$ cat config.mk
export PLATFORM = sky130hd
export DESIGN_NAME = encode_pack
export DESIGN_NICKNAME = d
export VERILOG_FILES = /design/src/rtl/encode_pack.sv
export SDC_FILE = /design/constraint.sdc
export NUM_CORES = 1
export LEC_CHECK = 0
export BUFFER_PORTS_ARGS = -buffer_cell sky130_fd_sc_hd__buf_2
export CORE_MARGIN = 1.5
export CORE_UTILIZATION = 28
export DETAILED_ROUTE_END_ITERATION = 7
export PLACE_DENSITY = 0.42
export SLEW_MARGIN = 0
export SYNTH_ARGS = -nofsm -noshare
export SYNTH_HDL_FRONTEND = slang
export SYNTH_SLANG_ARGS = --single-unit
$ cat constraint.sdc
create_clock -name clk -period 4.2 [get_ports clk]
set_input_delay 0.21 -clock clk [delete_from_list [all_inputs] [get_ports clk]]
set_output_delay 0.21 -clock clk [all_outputs]
set_load 0.02 [all_outputs]
$ cat src/rtl/encode_pack.sv
// encode_pack: packs variable-length LZS code fragments MSB-first into 64-bit little-endian FIFO words.
// Build macro ENCODE_PACK_STAT_EN adds the out_bytes compressed-length counter.
module encode_pack #(
  parameter int MAX_LEN = 16
) (
  input  logic               clk,
  input  logic               rst_n,
  input  logic               ce,
  input  logic               tok_valid,
  input  logic [MAX_LEN-1:0] tok_code,
  input  logic [4:0]         tok_len,
  input  logic               tok_last,
  output logic               tok_ready,
  output logic [63:0]        fo_data,
  output logic [3:0]         fo_bcnt,
  output logic               fo_we,
  input  logic               fo_full,
`ifdef ENCODE_PACK_STAT_EN
  output logic [31:0]        out_bytes,
`endif
  output logic               done
);

  typedef enum logic [1:0] {S_IDLE, S_PACK, S_FLUSH, S_DONE} state_t;

  state_t      state_q;
  logic [79:0] acc_q, acc_d;
  logic [6:0]  cnt_q, cnt_d;
  logic [63:0] fo_data_q;
  logic [3:0]  fo_bcnt_q;
  logic        fo_we_q, done_q;

  logic        full_word, emit_full, emit_tail, accept;
  logic [4:0]  len_eff;
  logic [79:0] base_acc, code_ext;
  logic [6:0]  base_cnt, shamt;
  logic [3:0]  tail_bcnt;
  logic [63:0] word;

  // The stream head lives at acc_q[79]; bits below the fill level are always zero,
  // so the tail word needs no explicit padding mask.
  always_comb begin
    full_word = (cnt_q >= 7'd64);
    emit_full = (state_q == S_PACK || state_q == S_FLUSH) && ce && !fo_full && full_word;
    emit_tail = (state_q == S_FLUSH) && ce && !fo_full && !full_word && (cnt_q != 7'd0);
    tok_ready = (state_q == S_PACK) && ce && (!full_word || !fo_full);
    accept    = tok_ready && tok_valid;
    len_eff   = (tok_len > 5'(MAX_LEN)) ? 5'(MAX_LEN) : tok_len;
    code_ext  = {{(80-MAX_LEN){1'b0}}, tok_code} & ((80'd1 << len_eff) - 80'd1);
    base_acc  = emit_full ? (acc_q << 64) : acc_q;
    base_cnt  = emit_full ? (cnt_q - 7'd64) : cnt_q;
    shamt     = 7'd80 - base_cnt - {2'b00, len_eff};
    tail_bcnt = 4'((cnt_q + 7'd7) >> 3);
    acc_d     = base_acc;
    cnt_d     = base_cnt;
    if (accept) begin
      acc_d = base_acc | (code_ext << shamt);
      cnt_d = base_cnt + {2'b00, len_eff};
    end
    if (emit_tail) begin
      acc_d = '0;
      cnt_d = '0;
    end
    // First stream byte goes to fo_data[7:0], each byte keeping its MSB-first bit order.
    word = '0;
    for (int j = 0; j < 8; j++) begin
      word[8*j +: 8] = acc_q[79-8*j -: 8];
    end
  end

  always_ff @(posedge clk or negedge rst_n) begin
    if (!rst_n) begin
      state_q   <= S_IDLE;
      acc_q     <= '0;
      cnt_q     <= '0;
      fo_data_q <= '0;
      fo_bcnt_q <= '0;
      fo_we_q   <= 1'b0;
      done_q    <= 1'b0;
    end else begin
      acc_q   <= acc_d;
      cnt_q   <= cnt_d;
      fo_we_q <= emit_full || emit_tail;
      if (emit_full || emit_tail) begin
        fo_data_q <= word;
        fo_bcnt_q <= emit_full ? 4'd8 : tail_bcnt;
      end
      case (state_q)
        S_IDLE:  if (ce) state_q <= S_PACK;
        S_PACK:  if (accept && tok_last) state_q <= S_FLUSH;
        S_FLUSH: begin
          if (ce && !full_word && (cnt_q == 7'd0 || emit_tail)) begin
            state_q <= S_DONE;
            done_q  <= 1'b1;
          end
        end
        default: ;
      endcase
    end
  end

`ifdef ENCODE_PACK_STAT_EN
  logic [31:0] out_bytes_q;

  always_ff @(posedge clk or negedge rst_n) begin
    if (!rst_n) begin
      out_bytes_q <= '0;
    end else if (emit_full) begin
      out_bytes_q <= out_bytes_q + 32'd8;
    end else if (emit_tail) begin
      out_bytes_q <= out_bytes_q + {28'd0, tail_bcnt};
    end
  end

  assign out_bytes = out_bytes_q;
`endif

  assign fo_data = fo_data_q;
  assign fo_bcnt = fo_bcnt_q;
  assign fo_we   = fo_we_q;
  assign done    = done_q;

endmodule
---- Word-level counts from Yosys, hierarchy flattened ----
Index checks and enable logic that the tools add are counted.
cells by class
  order comparisons ....................... 2
  $add $sub $neg .......................... 6
  muxes and demuxes ....................... 12
  bitwise logic cells ..................... 2
  shift operators ......................... 2
  reductions and logical operators ........ 25
  eq/ne operators ......................... 5
operator list
  kind                                                                   number
  80-bit two-way mux                                                     3
  16-bit by 80-bit bitwise AND with 80-bit output                        1
  80-bit OR                                                              1
  1-bit by 5-bit << shifter with 80-bit output (first input constant)    1
  80-bit by 7-bit << shifter with 80-bit output                          1
  80-bit by 1-bit subtractor with 80-bit output (second input constant)  1
  7-bit two-way mux                                                      3
  1-bit logical AND                                                      13
  7-bit by 3-bit adder with 7-bit output (second input constant)         1
  7-bit by 5-bit adder with 7-bit output                                 1
  7-bit greater-or-equal comparator (second input constant)              1
  7-bit zero test                                                        1
  7-bit nonzero test                                                     1
  7-bit by 5-bit subtractor with 7-bit output                            1
  7-bit subtractor (first input constant)                                1
  7-bit subtractor (second input constant)                               1
  2-bit two-way mux                                                      3
  2-bit case mux with 3 select lines                                     1
  5-bit > comparator (second input constant)                             1
  5-bit two-way mux                                                      1
  1-bit logical OR                                                       4
  4-bit two-way mux                                                      1
  2-bit by 1-bit != test with 1-bit output (second input constant)       2
  4-bit AND reduction                                                    1
  other kinds (7)                                                        8
storage, ports and cells
  word-level logic and storage cells ...... 61
  flip-flop bits (word level) ............. 159
  input bits .............................. 27

---- Logic depth before layout (Yosys ltp) ----
Gate-level depths: netlist of the first run.
  depth after elaboration ................. 12
  mapped depth ............................ 16
  mapped depth without buffers ............ 12

---- Least setup slack after synthesis of the first run ----
No wires, ideal clock.
  kind .................................... input to register
  start ................................... input tok_len[4]
  end ..................................... register acc_q[19]
  stages .................................. 15
  arrival time ............................ 3240 ps
  slack ................................... 834 ps
  path buffers ............................ 4
  setup time .............................. 126 ps
  path through ............................ clkbuf_8 clkbuf_1 nor2b_1 ha_1 inv_1 ha_1 fa_1 clkbuf_8 inv_1 clkbuf_1 nand2_1 o221ai_1 mux2i_1 mux2_2 a221o_1
between the ends
  longest elaborated chain between the ends .. 9
  elaborated cells on any way between the ends .. 10
  those cells by class .................... add/sub: 2; order compare: 1; shift: 2; mux: 3; bitwise: 2
RTL lines
  what                                             RTL line  source
  start, declared                                  11        input logic [4:0] tok_len,
  5-bit > comparator                               48        len_eff = (tok_len > 5'(MAX_LEN)) ? 5'(MAX_LEN) : tok_len;
  5-bit two-way mux *                              48
  1-bit by 5-bit << shifter with 80-bit output     49        code_ext = {{(80-MAX_LEN){1'b0}}, tok_code} & ((80'd1 << len_eff) - 80'd1);
  80-bit by 1-bit subtractor with 80-bit output    49
  16-bit by 80-bit bitwise AND with 80-bit output  49
  80-bit by 7-bit << shifter with 80-bit output *  57        acc_d = base_acc | (code_ext << shamt);
  80-bit OR *                                      57
  80-bit two-way mux *                             56        if (accept) begin
  80-bit two-way mux *                             60        if (emit_tail) begin
  named net acc_d[19]                              27        logic [79:0] acc_q, acc_d;
  end signal, assigned                             74        acc_q <= '0;
  end signal, assigned                             81        acc_q <= acc_d;
  end, declared                                    27
The timed path passes the listed nets; every way through them passes the cells marked *.
A chain may end at the register's enable or synchronous reset.

---- Worst setup path in the final report of the first run ----
  start ................................... register cnt_q[2]
  end ..................................... register acc_q[40]
between the ends
  longest elaborated chain between the ends .. 9
  elaborated cells on any way between the ends .. 18
  those cells by class .................... add/sub: 3; order compare: 1; shift: 1; mux: 4; bitwise: 1; reduce/logical: 8
RTL lines
  what                                           RTL line  source
  start, declared                                28        logic [6:0] cnt_q, cnt_d;
  start signal, assigned                         82        cnt_q <= cnt_d;
  7-bit greater-or-equal comparator              43        full_word = (cnt_q >= 7'd64);
  1-bit logical AND                              44        emit_full = (state_q == S_PACK || state_q == S_FLUSH) && ce && !fo_full && full_word;
  7-bit two-way mux                              51        base_cnt = emit_full ? (cnt_q - 7'd64) : cnt_q;
  7-bit subtractor                               52        shamt = 7'd80 - base_cnt - {2'b00, len_eff};
  7-bit by 5-bit subtractor with 7-bit output    52
  80-bit by 7-bit << shifter with 80-bit output  57
  80-bit OR                                      57
  80-bit two-way mux                             56
  80-bit two-way mux *                           60
  named net acc_d[40]                            27
Marks and branches as above.

==> results of run 1 <==
-- worst max-delay path: cells and delay by family, from the launching register on --
kind | cells | cell delay [ns]
buffers and inverters | 1 | 0.11
AO/OA/AOI/OAI | 1 | 0.14
adder cells (fa/ha/maj) | 2 | 0.92
flip-flops | 1 | 0.41
AND/OR/NAND/NOR | 6 | 1.94
-- power by group --
| group | leakage, nW | switching (mW) | internal, mW | total (mW) |
|---|---|---|---|---|
| combinational | 2.64 | 3.80 | 1.76 | 5.56 |
| clock | 0.286 | 0.739 | 0.853 | 1.59 |
| sequential | 2.15 | 0.380 | 2.08 | 2.46 |
-- synthesized netlist by cell type (5+ instances only) --
| cell | instances |
|---|---|
| nand2b_1 | 6 |
| a22o_1 | 14 |
| a21o_1 | 8 |
| o31ai_1 | 6 |
| clkbuf_8 | 7 |
| and3_1 | 5 |
| o221ai_1 | 21 |
| or3_1 | 10 |
| and2_1 | 10 |
| buf_2 | 5 |
| a221o_1 | 9 |
| inv_1 | 21 |
| nor2b_1 | 5 |
| nand2_1 | 298 |
| clkbuf_1 | 44 |
| nand3_1 | 23 |
| o2bb2ai_1 | 6 |
| a21oi_1 | 27 |
| mux2i_1 | 20 |
| dfrtp_1 | 159 |
| a221oi_1 | 10 |
| o22ai_1 | 11 |
| ha_1 | 19 |
| o211a_1 | 6 |
| nor3_1 | 14 |
| o21ai_0 | 44 |
| mux2_2 | 7 |
| o211ai_1 | 13 |
| nor4_1 | 8 |
| nor2_1 | 39 |
| a22oi_1 | 16 |
| xor2_1 | 5 |
-- layout by cell type, fill, tap and decap left out, types with 5 or more instances in the layout --
| cell type | Yosys | layout |
|---|---|---|
| nand3_1 | 23 | 23 |
| inv_1 | 21 | 20 |
| o211ai_1 | 13 | 13 |
| a22o_1 | 14 | 14 |
| nor3_1 | 14 | 14 |
| or3_1 | 10 | 10 |
| ha_1 | 19 | 19 |
| a21oi_1 | 27 | 27 |
| and3_1 | 5 | 5 |
| clkbuf_16 | 0 | 17 |
| o31ai_1 | 6 | 6 |
| inv_6 | 0 | 5 |
| nor4_1 | 8 | 8 |
| nand2b_1 | 6 | 6 |
| mux2_2 | 7 | 7 |
| o221ai_1 | 21 | 21 |
| and2_1 | 10 | 10 |
| mux2i_1 | 20 | 20 |
| a21o_1 | 8 | 8 |
| nor2b_1 | 5 | 5 |
| nor2_1 | 39 | 38 |
| o22ai_1 | 11 | 11 |
| o2bb2ai_1 | 6 | 6 |
| buf_4 | 2 | 40 |
| dfrtp_1 | 159 | 159 |
| a22oi_1 | 16 | 16 |
| o211a_1 | 6 | 6 |
| nand2_1 | 298 | 298 |
| a221oi_1 | 10 | 10 |
| buf_2 | 5 | 96 |
| o21ai_0 | 44 | 44 |
| a221o_1 | 9 | 9 |
-- sequential cells by signal (all words and copies together) (netlist names) --
name and flops:
fo_we 1, fo_data 64, fo_bcnt 4, state_q 2, cnt_q 7, done 1, acc_q 80
-- layer usage --
metal / track usage / share of wire / routed length, um
met1: 0.280 / 0.50 / 15400
met2: 0.307 / 0.45 / 13800
met3: 0.0245 / 0.046 / 1420
met4: 0.0427 / 0.011 / 341
met5: 0 / 0 / 0
-- how the worst max path moves through the flow --
stage | from | end | slack [ns] | cells past startpoint
final | cnt_q[2] | acc_q[40] | 0.63 | 10
after detailed placement | tok_len[4] | acc_q[40] | 0.50 | 13
after global placement | tok_len[4] | acc_q[40] | 0.52 | 13
after CTS | cnt_q[2] | acc_q[40] | 0.62 | 10
after floorplan | tok_len[4] | acc_q[19] | 0.83 | 15
after global routing | cnt_q[2] | acc_q[71] | 0.45 | 10
-- cells by family after synthesis --
kind of cell / Yosys count
buf+inv: 89
fa+ha+maj: 22
flops: 159
simple gates: 438
xor+xnor: 9
compound gates: 243
mux: 29
-- repair_timing --
action	4_1_cts	5_1_grt
buffers inserted	0	0
hold endpoints to repair	93	0
hold buffers	1	0
gates resized for setup	0	0
-- layout make-up --
class	instances	share of cell area
clock buffer	18	0.0414
multi-input combinational	741	0.425
sequential	159	0.383
tap	396	0.0477
timing repair buffer	139	0.0792
clock inverter	14	0.0160
inverter	21	0.00759
==> results.md, run 1 <==
- Leading area contributor after synthesis: dfrtp_1
- Total CTS buffers: 17
- Outcome: finished, final reports clean
- Iteration-0 DRC Markers: 664
- Worst path slowest cell: or3_1
- Initial antenna violation count: 0
- DP Cell Count: 1455
- Post-Place Worst Slack: 0.496 ns
- EDFF count, synth: 0
- Total power: 9.62 mW
- RD Place Congestion: 0.897
- Xor and xnor area share after synthesis: 0.00893
- Slew HR: 0.322
- Final-report max-slew violation count: 0
- Seq/Total Area, Yosys: 0.451
- Clock slew at reported path FFs: 0.07 ns
- Final setup viols: 0
- Multi-input logic area: 4410 um^2
- CTS tree: yes
- WL per Instance: 20.8 um
- Die width: 181 um
- Worst Skew: 0.0191 ns
- Placed cell area: 9770 um^2
- Initial core utilization: 0.286
- Leakage power figure: 5.09 nW
- R2R cell count: 10
- Worst Tran Pin Value: 1.02 ns
- Maximum clock rate: 280 MHz
- Post-route minimum period: 3.57 ns
- Top cell type's share of synthesized area: 0.451
- Hpwl dp: 21700 um
- Post-route cell area: 10400 um^2
- Core Rows: 64
- Syn Nets: 1038
- Crit path largest cell delay: 0.72 ns
- Final core utilization: 0.337
- Hold endpoint: done
- Period utilization: 0.850
- Peak supply drop: 497 uV
- Main flop type after synthesis: dfrtp_1
- Final worst slack: 0.629 ns
- Largest net degree at the start of global routing: 124
- Area delta synth->final: 17.6%
- Cell area power density: 927 nW/um^2
- Synthesis-stage register bit count: 159
- RSZ-0062 raised after global routing: no
- Worst R2R Setup Slack: 0.63 ns
- Hold depth: 3
- Largest cells by area after synthesis: dfrtp_1, nand2_1, ha_1, o21ai_0, mux2i_1
- 1st-pass router iterations: 6
- Crit Path Max Fanout: 18
- Synth warn: 0
- Number of global-route vias before repair: 7733
- Clock network latency to the later pin of the worst-skew pair: 0.44 ns
- CP startpoint kind: register
- Port-buffer cells: 97
- Vias: 7748
- Max_cap viols: 0
- Compound-cell area share of the yosys netlist: 0.204
- Reg-to-reg critical path endpoint: acc_q[40]
- Cell repeated most along the worst path: or3_1
- Antenna violation net count after detailed routing: 0
- RR Startpoint: cnt_q[2]
- Top-Level Pins: 98
- Share of layout cells above drive strength 1: 0.186
- Adder-cell share of the synthesized area: 0.0337
- DRC Markers: 0
- Post-Synth Simple-Gate Area: 0.214
- Syn avg cell area: 8.92 um^2
- GRT Residual Overflow: 0
- HP Start: fo_full
- Non-filler cells, final: 1488
- CTS H-tree lvls: 4
- Critical setup path kind: reg2reg
- CP required: 4.57 ns
- Sink Count: 159
- Kind of end point of the critical path: register
- Post-DR vias/cell: 5.21
- Core area: 30800 um^2
- Largest family of logic cells by synthesized area: simple AND/OR/NAND/NOR gates
- Cell variety after synth: 80
- Storage element area: 3980 um^2
- Clk root buf: clkbuf_16
- Worst EP arrival: 3.94 ns
- Post-Syn Instances: 989
- Post-Route WL: 30900 um
- Cell chain of the critical path: inv_1, ha_1, fa_1, and3_1, or3_1, nand2_1, nand3_1, or3_1, nor3_1, a221o_1
- Hold slack: 0.155 ns
- Final Hold Viols: 0
- First-pass GRT wire length: 48200 um
- Layout filler cell count: 3276
- Diodes inserted: 0
- Mapped cell area: 8820 um^2
- Hold Crit Class: in2reg
- Post-synthesis mux area share: 0.0367
- Chip Height: 181 um
- Synth async-reset ratio: 1.00
- Die footprint: 32600 um^2
- Total track usage: 0.193
- Clock buffer depth: 2
- Setup tns final: 0 ns
- Final net count: 1128
Note: power is estimated with default switching activity, not from simulation.
==> run 2, diff against run 1 <==
- BUFFER_PORTS_ARGS: -buffer_cell sky130_fd_sc_hd__buf_2 -> not set
- DONT_BUFFER_PORTS: not set -> 1
- PLACE_DENSITY: 0.42 -> 0.39
==> run 2 against run 1 <==
Against the previous run: utilization decreased by 1.5 points; largest cell class unchanged; largest power group unchanged; non-clock buffer count decreased by 101; wire length decreased by 0.84%; worst setup slack got worse by 0.051 ns; power decreased by 1.0%.
==> results.md, run 2 (same netlist as run 1, synthesis figures left out) <==
- Outcome: finished, final reports clean
- First-pass GRT wire length: 47900 um (-0.57%)
- Number of global-route vias before repair: 7411 (-4.2%)
- Port-buffer cells: 0 (-100%)
- Worst Skew: 0.0173 ns (-0.00177 ns)
- Clock share of power: 0.178 (+0.012)
- Initial core utilization: 0.286 (unchanged)
- Clk root buf: clkbuf_16
- Worst R2R Setup Slack: 0.58 ns (-0.05 ns)
- Total track usage: 0.193 (+0.000221)
- Post-route minimum period: 3.62 ns (+0.0513 ns)
- Commonest non-fill, non-tap cell in the layout: nand2_1
- Final net count: 1027 (-9.0%)
- 1st-pass router iterations: 5 (-1)
- CTS tree: yes
- Worst EP arrival: 3.91 ns (-0.03 ns)
- Leakage power figure: 4.62 nW (-9.2%)
- Core area: 30800 um^2 (unchanged)
- Most frequent cells in the layout: nand2_1, dfrtp_1, o21ai_0, nor2_1, buf_4
- WL per Instance: 22.1 um (+6.4%)
- Total CTS buffers: 17 (unchanged)
- Levels on crit path: 10 (unchanged)
- Final-report max-slew violation count: 0 (unchanged)
- Kind of end point of the critical path: register
- Antenna violation net count after detailed routing: 0 (unchanged)
- Post-cts sizing count: 0 (unchanged)
- Slew HR: 0.378 (+0.0567)
- Largest net degree at the start of global routing: 160 (+29%)
- Sw frac: 0.508 (-0.00363)
- RD Place Congestion: 0.827 (-7.8%)
- Critical path buffer and inverter count: 2 (+1)
- Cell repeated most along the worst path: ha_1
- Core Rows: 64 (unchanged)
- Total power: 9.52 mW (-1.0%)
- Max_cap viols: 0 (unchanged)
- Area delta synth->final: 12.5%
- GRT Residual Overflow: 0 (unchanged)
- Worst Tran Pin Value: 0.932 ns (-0.0851 ns)
- Launch point of the worst path: cnt_q[3]
- Die footprint: 32600 um^2 (unchanged)
- Largest delay contributor family on the critical path: simple AND/OR/NAND/NOR gates
- Post-Route WL: 30700 um (-0.84%)
- Critical setup path kind: reg2reg
- Final setup viols: 0 (unchanged)
- Critical Path Sink: acc_q[37]
- Post-CTS Hold Buffers: 3 (+2)
- Diodes inserted: 0 (unchanged)
- # Post-CTS Setup Buffers: 0 (unchanged)
- Chip Height: 181 um (unchanged)
- Setup tns final: 0 ns (unchanged)
- Post-route cell area: 9920 um^2 (-4.4%)
- DP Cell Count: 1352 (-7.1%)
- DRC Markers: 0 (unchanged)
- Sink Count: 159 (unchanged)
- CP required: 4.48 ns (-0.09 ns)
- Share of layout cells above drive strength 1: 0.102 (-0.0840)
- Initial antenna violation count: 0 (unchanged)
- Cell area power density: 960 nW/um^2 (+3.6%)
- Placed cell area: 9250 um^2 (-5.4%)
- Sequential power share: 0.297 (+0.041)
- RSZ-0062 raised after global routing: no
- Vias: 7380 (-4.7%)
- Layout filler cell count: 3224 (-1.6%)
- Clock buffer depth: 2 (unchanged)
- Max FFs per register: 80 (unchanged)
- RR Startpoint: cnt_q[3]
- Internal Power: 4.68 mW (-0.26%)
- Final Hold Viols: 0 (unchanged)
- Combinational Power Share: 0.525 (-0.053)
- Maximum clock rate: 276 MHz (-1.4%)
- Hpwl dp: 20700 um (-4.7%)
- Clock slew at reported path FFs: 0.07 ns (about the same)
- Hold Crit Class: in2reg
- CTS H-tree lvls: 4 (unchanged)
- Non-filler cells, final: 1387 (-6.8%)
- P_sw: 4.84 mW (-1.7%)
- Crit path largest cell delay: 0.52 ns (-0.20 ns)
- Crit Path Max Fanout: 14 (-4)
- Worst path slowest cell: or3_1
- R2R cell count: 10 (unchanged)
- CP startpoint kind: register
- Period utilization: 0.862 (+0.0122)
- Top-Level Pins: 98 (unchanged)
- Largest Register: acc_q
- Reg-to-reg critical path endpoint: acc_q[37]
- Peak supply drop: 426 uV (-14%)
- Post-DR vias/cell: 5.32 (+2.2%)
- Clock network latency to the later pin of the worst-skew pair: 0.44 ns (about the same)
- Iteration-0 DRC Markers: 505 (-24%)
- Cell chain of the critical path: inv_1, ha_1, ha_1, o21a_1, a211oi_2, nor3b_2, nor2_1, buf_4, or3_1, o221ai_1
- Die width: 181 um (unchanged)
==> run 2: metal layers <==
metal	track usage	vias to the layer above	share of wire
li1	-	3491	-
met1	0.279	3667	0.50
met2	0.289	195	0.43
met3	0.0473	27	0.055
met4	0.0467	0	0.013
met5	0	-	0
==> run 2: cell type report <==
cell class	instances	area, um^2	share of cell area
clock inverter	13	183	0.0184
multi-input combinational	741	4410	0.444
inverter	21	78.8	0.00794
clock buffer	19	443	0.0446
timing repair buffer	38	335	0.0338
sequential	159	3980	0.401
tap	396	495	0.0499
==> run 2: worst min path at each step <==
stage	startpoint	end	cells past startpoint
floorplan	rst_n	acc_q[0]	0
global placement	rst_n	fo_bcnt[1]	0
detailed placement	rst_n	state_q[0]	0
CTS	fo_full	fo_bcnt[0]	2
global route	fo_full	fo_bcnt[0]	2
finish	fo_full	fo_bcnt[0]	2
==> run 2: power by group through the flow <==
stage / Combinational (mW) / Clock (mW) / Sequential [mW]
6_report: 5.00 / 1.69 / 2.83
5_1_grt: 5.45 / 1.79 / 2.92
4_1_cts: 4.99 / 1.73 / 2.85
3_5_place_dp: 4.92 / 0 / 2.87
3_3_place_gp: 4.95 / 0 / 2.88
2_1_floorplan: 3.14 / 0 / 2.68
==> run 2: through the flow <==
stage / worst slack (ns) / utilization / hold WS [ns]
2_1_floorplan: 0.834 / - / -0.0856
3_3_place_gp: 0.633 / 0.300 / -0.0800
3_5_place_dp: 0.655 / 0.300 / -0.0805
4_1_cts: 0.614 / 0.322 / 0.0426
5_1_grt: 0.330 / 0.322 / 0.0536
6_report: 0.578 / 0.322 / 0.0565
